$ cat src/rtl/vga_line_capture_if.sv
// ---------------------------------------------------------------------------
// vga_line_capture_if
//   BRAM write port carried from the line-capture block to a 32 x 32-bit
//   line buffer.
//   master : drives bram_wr_en / bram_wr_addr / bram_wr_data (capture block)
//   slave  : receives the same signals (BRAM or a monitor)
// ---------------------------------------------------------------------------
interface vga_line_capture_if;
    logic        bram_wr_en;
    logic [7:0]  bram_wr_addr;
    logic [31:0] bram_wr_data;

    modport master (output bram_wr_en, bram_wr_addr, bram_wr_data);
    modport slave  (input  bram_wr_en, bram_wr_addr, bram_wr_data);
endinterface

$ cat src/rtl/vga_line_capture.sv
// ---------------------------------------------------------------------------
// vga_line_capture
//   Receive side of the 3-bit VGA output. Synchronises hsync/vsync/RGB,
//   measures line and frame timing, declares lock, and captures one selected
//   visible line (8 pixels per 32-bit word) into a BRAM.
// Ports
//   clk, rst_n          clock, asynchronous active-low reset
//   vga_hsync_i/_vsync_i active-low syncs (asynchronous)
//   vga_rgb_i           {b,g,r} pixel
//   cap_start_i         one-cycle strobe arming a capture of line cap_line_i
//   cap_busy_o          capture armed or in progress
//   cap_done_o          pulse with the final BRAM write
//   cap_err_o           pulse: start while unlocked, or capture aborted
//   locked_o            timing lock
//   h_period_o          last hsync period in clocks (saturating)
//   v_lines_o           last lines-per-frame count (saturating)
//   bram                BRAM write port (master)
// ---------------------------------------------------------------------------
module vga_line_capture #(
    parameter int H_TOTAL    = 320,
    parameter int V_TOTAL    = 525,
    parameter int H_OFFSET   = 58,
    parameter int V_OFFSET   = 35,
    parameter int H_ACTIVE   = 256,
    parameter int LOCK_LINES = 16
) (
    input  logic               clk,
    input  logic               rst_n,
    input  logic               vga_hsync_i,
    input  logic               vga_vsync_i,
    input  logic [2:0]         vga_rgb_i,
    input  logic               cap_start_i,
    input  logic [8:0]         cap_line_i,
    output logic               cap_busy_o,
    output logic               cap_done_o,
    output logic               cap_err_o,
    output logic               locked_o,
    output logic [9:0]         h_period_o,
    output logic [9:0]         v_lines_o,
    vga_line_capture_if.master bram
);
    localparam int PIX_W = $clog2(H_ACTIVE);
    localparam int GW    = $clog2(LOCK_LINES + 1);

    localparam logic [9:0]       CNT_MAX  = 10'd1023;
    localparam logic [9:0]       H_TOT_C  = 10'(H_TOTAL);
    localparam logic [9:0]       H_TO_C   = 10'(2 * H_TOTAL);
    localparam logic [9:0]       V_TOT_C  = 10'(V_TOTAL);
    localparam logic [9:0]       H_OFF_C  = 10'(H_OFFSET);
    localparam logic [9:0]       V_OFF_C  = 10'(V_OFFSET);
    localparam logic [PIX_W-1:0] PIX_LAST = PIX_W'(H_ACTIVE - 1);
    localparam logic [GW-1:0]    LOCK_C   = GW'(LOCK_LINES);

    typedef enum logic [1:0] {IDLE, ARMED, WAIT_LINE, CAPTURE} state_t;

    // Input path: {rgb, vsync, hsync} through two sync flops, then one more
    // register on the syncs for falling-edge detection.
    logic [4:0] sync1_q, sync2_q;
    logic [1:0] prev_q;
    logic       h_fall, v_fall;
    logic [2:0] rgb_s;

    assign h_fall = prev_q[0] & ~sync2_q[0];
    assign v_fall = prev_q[1] & ~sync2_q[1];
    assign rgb_s  = sync2_q[4:2];

    logic [9:0]    hcnt_q, hcnt_d, lcnt_q, lcnt_d;
    logic [9:0]    h_period_q, v_lines_q;
    logic [GW-1:0] good_q, good_d;
    logic          locked_q, locked_d;
    logic          seen_v_q;

    always_comb begin
        hcnt_d = (hcnt_q == CNT_MAX) ? hcnt_q : hcnt_q + 10'd1;
        if (h_fall) hcnt_d = 10'd1;

        // vsync clears first, so a coincident hsync fall counts as line 1
        lcnt_d = lcnt_q;
        if (v_fall) lcnt_d = '0;
        if (h_fall && lcnt_d != CNT_MAX) lcnt_d = lcnt_d + 10'd1;

        good_d = good_q;
        if (h_fall)
            good_d = (hcnt_q != H_TOT_C) ? '0 :
                     (good_q == LOCK_C)  ? good_q : good_q + GW'(1);
        // The first vsync after reset follows an unknown partial frame.
        if (v_fall && seen_v_q && lcnt_q != V_TOT_C) good_d = '0;
        if (hcnt_q >= H_TO_C) good_d = '0;   // hsync has gone missing
        locked_d = (good_d == LOCK_C);
    end

    always_ff @(posedge clk or negedge rst_n) begin
        if (!rst_n) begin
            sync1_q    <= '0;
            sync2_q    <= '0;
            prev_q     <= '0;
            hcnt_q     <= '0;
            lcnt_q     <= '0;
            good_q     <= '0;
            locked_q   <= 1'b0;
            seen_v_q   <= 1'b0;
            h_period_q <= '0;
            v_lines_q  <= '0;
        end else begin
            sync1_q  <= {vga_rgb_i, vga_vsync_i, vga_hsync_i};
            sync2_q  <= sync1_q;
            prev_q   <= sync2_q[1:0];
            hcnt_q   <= hcnt_d;
            lcnt_q   <= lcnt_d;
            good_q   <= good_d;
            locked_q <= locked_d;
            if (h_fall) h_period_q <= hcnt_q;
            if (v_fall) begin
                v_lines_q <= lcnt_q;
                seen_v_q  <= 1'b1;
            end
        end
    end

    // Capture FSM. Aborts use locked_d so cap_err lines up with locked falling.
    state_t           state_q;
    logic [9:0]       tgt_q;
    logic [PIX_W-1:0] pix_q;
    logic [23:0]      word_q, word_nx;
    logic             done_q, err_q, wr_en_q;
    logic [7:0]       wr_addr_q;
    logic [31:0]      wr_data_q;

    always_comb begin
        word_nx = word_q;
        word_nx[3 * pix_q[2:0] +: 3] = rgb_s;
    end

    always_ff @(posedge clk or negedge rst_n) begin
        if (!rst_n) begin
            state_q   <= IDLE;
            tgt_q     <= '0;
            pix_q     <= '0;
            word_q    <= '0;
            done_q    <= 1'b0;
            err_q     <= 1'b0;
            wr_en_q   <= 1'b0;
            wr_addr_q <= '0;
            wr_data_q <= '0;
        end else begin
            done_q  <= 1'b0;
            err_q   <= 1'b0;
            wr_en_q <= 1'b0;
            case (state_q)
                IDLE: if (cap_start_i) begin
                    if (locked_q) begin
                        state_q <= ARMED;
                        tgt_q   <= V_OFF_C + 10'(cap_line_i);
                    end else begin
                        err_q <= 1'b1;
                    end
                end
                ARMED: begin
                    if (!locked_d) begin
                        state_q <= IDLE;
                        err_q   <= 1'b1;
                    end else if (v_fall) begin
                        state_q <= WAIT_LINE;
                    end
                end
                WAIT_LINE: begin
                    // a vsync here means the line index was past the frame
                    if (!locked_d || v_fall) begin
                        state_q <= IDLE;
                        err_q   <= 1'b1;
                    end else if (h_fall && lcnt_d == tgt_q) begin
                        state_q <= CAPTURE;
                        pix_q   <= '0;
                    end
                end
                CAPTURE: begin
                    if (!locked_d || v_fall) begin
                        state_q <= IDLE;
                        err_q   <= 1'b1;
                    end else if (hcnt_q == H_OFF_C + 10'(pix_q)) begin
                        word_q <= word_nx;
                        pix_q  <= pix_q + PIX_W'(1);
                        if (pix_q[2:0] == 3'd7) begin
                            wr_en_q   <= 1'b1;
                            wr_addr_q <= 8'(pix_q >> 3);
                            wr_data_q <= {8'd0, word_nx};
                        end
                        if (pix_q == PIX_LAST) begin
                            state_q <= IDLE;
                            done_q  <= 1'b1;
                        end
                    end
                end
                default: state_q <= IDLE;
            endcase
        end
    end

    assign cap_busy_o        = (state_q != IDLE);
    assign cap_done_o        = done_q;
    assign cap_err_o         = err_q;
    assign locked_o          = locked_q;
    assign h_period_o        = h_period_q;
    assign v_lines_o         = v_lines_q;
    assign bram.bram_wr_en   = wr_en_q;
    assign bram.bram_wr_addr = wr_addr_q;
    assign bram.bram_wr_data = wr_data_q;
endmodule

$ cat src/flat_wrapper.sv
// flat-port wrapper written by rule: the top's interface ports become plain ports
module vga_line_capture_flat 
#(
    parameter int H_TOTAL    = 320,
    parameter int V_TOTAL    = 525,
    parameter int H_OFFSET   = 58,
    parameter int V_OFFSET   = 35,
    parameter int H_ACTIVE   = 256,
    parameter int LOCK_LINES = 16
)
  (clk, rst_n, vga_hsync_i, vga_vsync_i, vga_rgb_i, cap_start_i, cap_line_i, cap_busy_o, cap_done_o, cap_err_o, locked_o, h_period_o, v_lines_o, bram_bram_wr_en, bram_bram_wr_addr, bram_bram_wr_data);
  vga_line_capture_if bram_i ();
  input  logic clk;
  input  logic rst_n;
  input  logic vga_hsync_i;
  input  logic vga_vsync_i;
  input  logic [2:0] vga_rgb_i;
  input  logic cap_start_i;
  input  logic [8:0] cap_line_i;
  output logic cap_busy_o;
  output logic cap_done_o;
  output logic cap_err_o;
  output logic locked_o;
  output logic [9:0] h_period_o;
  output logic [9:0] v_lines_o;
  output wire logic [$bits(bram_i.bram_wr_en)-1:0] bram_bram_wr_en;
  output wire logic [$bits(bram_i.bram_wr_addr)-1:0] bram_bram_wr_addr;
  output wire logic [$bits(bram_i.bram_wr_data)-1:0] bram_bram_wr_data;
  assign bram_bram_wr_en = bram_i.bram_wr_en;
  assign bram_bram_wr_addr = bram_i.bram_wr_addr;
  assign bram_bram_wr_data = bram_i.bram_wr_data;
  vga_line_capture #(.H_TOTAL(H_TOTAL), .V_TOTAL(V_TOTAL), .H_OFFSET(H_OFFSET), .V_OFFSET(V_OFFSET), .H_ACTIVE(H_ACTIVE), .LOCK_LINES(LOCK_LINES)) u_core (.clk(clk), .rst_n(rst_n), .vga_hsync_i(vga_hsync_i), .vga_vsync_i(vga_vsync_i), .vga_rgb_i(vga_rgb_i), .cap_start_i(cap_start_i), .cap_line_i(cap_line_i), .cap_busy_o(cap_busy_o), .cap_done_o(cap_done_o), .cap_err_o(cap_err_o), .locked_o(locked_o), .h_period_o(h_period_o), .v_lines_o(v_lines_o), .bram(bram_i));
endmodule
$ cat config.mk
export PLATFORM = sky130hd
export DESIGN_NAME = vga_line_capture_flat
export DESIGN_NICKNAME = d
export VERILOG_FILES = /design/src/rtl/vga_line_capture_if.sv /design/src/rtl/vga_line_capture.sv /design/src/flat_wrapper.sv
export SDC_FILE = /design/constraint.sdc
export NUM_CORES = 1
export LEC_CHECK = 0
export ABC_AREA = 1
export CORE_MARGIN = 2
export CORE_UTILIZATION = 55
export DETAILED_ROUTE_END_ITERATION = 10
export GPL_TIMING_DRIVEN = 0
export HOLD_SLACK_MARGIN = 0.12
export PLACE_DENSITY_LB_ADDON = 0.3
export SETUP_SLACK_MARGIN = 0.3
export SYNTH_ARGS = -nofsm -noshare
export SYNTH_HDL_FRONTEND = slang
export SYNTH_SLANG_ARGS = --single-unit
$ cat constraint.sdc
create_clock -name clk -period 4.7 [get_ports clk]
set_clock_uncertainty 0.15 [all_clocks]
set_input_delay 0.94 -clock clk [delete_from_list [all_inputs] [get_ports clk]]
set_output_delay 0.94 -clock clk [all_outputs]
set_load 0.02 [all_outputs]
==> summary.txt <==
Critical path
  • Worst setup EP type: flip-flop
  • CP Buf/Inv Count: 3
  • CP Cell Sequence: nand2_4 > buf_6 > inv_2 > nor2_1 > ha_1 > nand2_1 > nor2_2 > nand3_2 > buf_6 > nand2_1 > nand2_1 > nand2_1 > nand2_1 > nand2_1 > nand3_1 > nor2_2 > nand3_4 > nand2_4 > nand2_1 > nand2_1
  • Critical Path AT: 3.40 ns
  • Req. time, crit path: 4.90 ns
  • CP dominant cell by count: nand2_1
  • CP peak stage delay: 0.39 ns
  • WS Path Type: reg2reg
  • Startpoint Class: flip-flop
  • Crit-path slowest cell: dfrtp_1
  • Crit path max-delay family: simple AND/OR/NAND/NOR gates
  • Worst-path fanout max: 10
  • R2R setup slack: 1.50 ns

Layout
  • Ant. Diodes: 0
  • Count of filler cells inserted in the layout: 1003
  • Synth-to-Final Area Change: 22.1%
  • Core Util, Final: 0.694
  • Post-route cell area: 8450 um^2
  • Final net count: 984
  • Share of layout cells above drive strength 1: 0.103

Floorplan
  • Io pins: 82
  • CORE AREA: 12200 um^2
  • Die area: 13500 um^2
  • Initial Utilization: 0.569
  • Die Ht: 116 um
  • Core Rows: 40
  • Die W: 116 um

Status
  • Status: finished, final reports clean

Drt
  • ANT nets after route: 0
  • DR iter-0 viols: 555
  • WL final: 15200 um
  • WL/cell: 13.4 um
  • Drt first pass iters: 5
  • DRC: 0
  • Via density: 5.18
  • Via count: 5866

Timing
  • Final Slew Violations: 0
  • Period utilization: 0.680
  • Hold violation count in the final report: 0
  • Setup-failing EPs final: 0
  • Final worst slack: 1.50 ns
  • RSZ-0062 raised after global routing: false
  • Maximum clock rate: 313 MHz
  • Fin crit period: 3.20 ns

Synthesis
  • EDFF count, synth: 0
  • Synth Flop Type: dfrtp_1
  • Ys async rst share: 1.00
  • Post-Synthesis Cell Area: 6920 um^2
  • Most frequent cell after synthesis: nand2_1
  • Synthesized flop and latch total: 135
  • Largest area contributor in the netlist: dfrtp_1
  • Avg Synthesized Cell Area: 8.10 um^2
  • Netlist cell types: 42
  • Register area share after synthesis: 0.488
  • Yosys warnings: 0
  • Post-synth top cells: nand2_1, dfrtp_1, inv_1
  • Synth area leaders: dfrtp_1, nand2_1, inv_1, nand3_1, nor2_1
  • Synth top area share: 0.488
  • Cells after Synth: 854

Global route
  • Initial antenna violation count: 0
  • Largest net degree at the start of global routing: 84
  • Gr usage total: 0.240
  • Global-route wire length before repair: 25300 um
  • Vias in the first global route: 5452
  • GRT Residual Overflow: 0

Placement
  • Hpwl dp: 10900 um
  • Cell Area, Placed: 7900 um^2
  • Routability congestion estimate: 0.887
  • Setup WS pre-CTS: 1.57 ns
  • Port buffer count: 70

CTS
  • Maximum clock insertion buffer count: 2
  • # hold bufs at CTS: 0
  • H-tree depth: 4
  • Clock Root Buffer: clkbuf_16
  • CTS Buf Count: 17
  • CTS resizes: 0
  • CTS sink count: 135
  • Post-CTS setup buffer count: 0
  • CTS tree: yes
  • Worst skew pair latency: 0.42 ns
  • CTS clk-pin slew, worst paths: 0.06 ns

Power and ir drop
  • Leak Pwr: 0.00396 uW
  • Pwr/cell area: 339 nW/um^2
  • Worst VDD drop: 213 uV
  • Power Total: 2860 uW

Run
  • Max cap viols: 0

Hold path
  • Hold Crit Class: reg2reg
-- path summary, 6_finish.rpt --
path | from | end | depth (start not counted)
worst max register to register | u_core.prev_q[1]$_DFF_PN0_ | u_core.pix_q[4]$_DFFE_PN0P_ | 20
worst max-delay path | u_core.prev_q[1]$_DFF_PN0_ | u_core.pix_q[4]$_DFFE_PN0P_ | 20
min in group asynchronous | rst_n | u_core.bram.bram_wr_data[12]$_DFFE_PN0P_ | 1
max in group asynchronous | rst_n | u_core.tgt_q[5]$_DFFE_PN0P_ | 2
worst min register to register | u_core.sync1_q[2]$_DFF_PN0_ | u_core.sync2_q[2]$_DFF_PN0_ | 0
worst min-delay path | u_core.sync1_q[2]$_DFF_PN0_ | u_core.sync2_q[2]$_DFF_PN0_ | 0
-- metrics by stage --
stage	setup TNS, ns	instances	hold WS (ns)
2_1_floorplan	0	864	0.181
3_3_place_gp	-360.70	1102	0.183
3_5_place_dp	0	1103	0.187
4_1_cts	0	1133	0.200
5_1_grt	0	1133	0.210
6_report	0	1133	0.196
-- where the power goes --
group | leakage, uW | switching (uW) | internal, uW
sequential | 0.00180 | 49.3 | 1220
combinational | 0.00189 | 222 | 141
clock | 0.000272 | 470 | 760
-- cell usage in the layout (no fill, tap or decap), types with 7 or more instances in the layout --
| cell type | n |
|---|---|
| clkbuf_1 | 8 |
| nor2_2 | 7 |
| o21ai_0 | 40 |
| o21ai_1 | 52 |
| clkbuf_16 | 17 |
| buf_2 | 12 |
| xor2_1 | 9 |
| buf_4 | 11 |
| dfrtp_1 | 135 |
| nand2_1 | 230 |
| nand4_1 | 11 |
| nor2_1 | 71 |
| a21oi_1 | 25 |
| nor3_1 | 11 |
| nand3_1 | 58 |
| conb_1 | 11 |
| ha_1 | 13 |
| inv_1 | 91 |
| clkdlybuf4s50_1 | 69 |
-- logic make-up (layout without fill, tap and decap cells) --
logic type	after synthesis	in the layout	share of synthesized area
DFF	135	135	0.488
buffers and inverters	133	234	0.0857
other	1	11	0.000542
and+or+nand+nor	417	417	0.271
AOI/OAI and AO/OA	136	136	0.106
xor gates and xnor gates	13	13	0.0165
adders and majority gates	13	13	0.0235
muxes	6	6	0.00868
-- final cells by class --
cell class	instances	area (um^2)	share of cell area
flip-flops and latches	135	3380	0.400
clock buffers	22	474	0.0561
multi-input cells	596	2990	0.353
well taps	168	210	0.0249
repair buffers	71	729	0.0864
inverters	99	372	0.0440
plain buffers	34	221	0.0262
clock inverters	8	75.1	0.00889
-- flip-flops by register name, indices dropped and copies added (netlist names), 5 cells and up --
name	count
u_core.sync1_q	5
u_core.v_lines_o	10
u_core.pix_q	8
u_core.tgt_q	10
u_core.bram.bram_wr_data	24
u_core.hcnt_q	10
u_core.good_q	5
u_core.word_q	24
u_core.sync2_q	5
u_core.lcnt_q	10
u_core.bram.bram_wr_addr	5
u_core.h_period_o	10
-- routing by layer --
metal  global-route usage  vias up  routed length, um
met1                0.316     2720               6940
li1                     -     2933                  -
met2                0.393      188               7210
met4               0.0897        0                278
met3               0.0535       25                733
met5                    0        -                  0
Power figures use the tool's default switching activity.
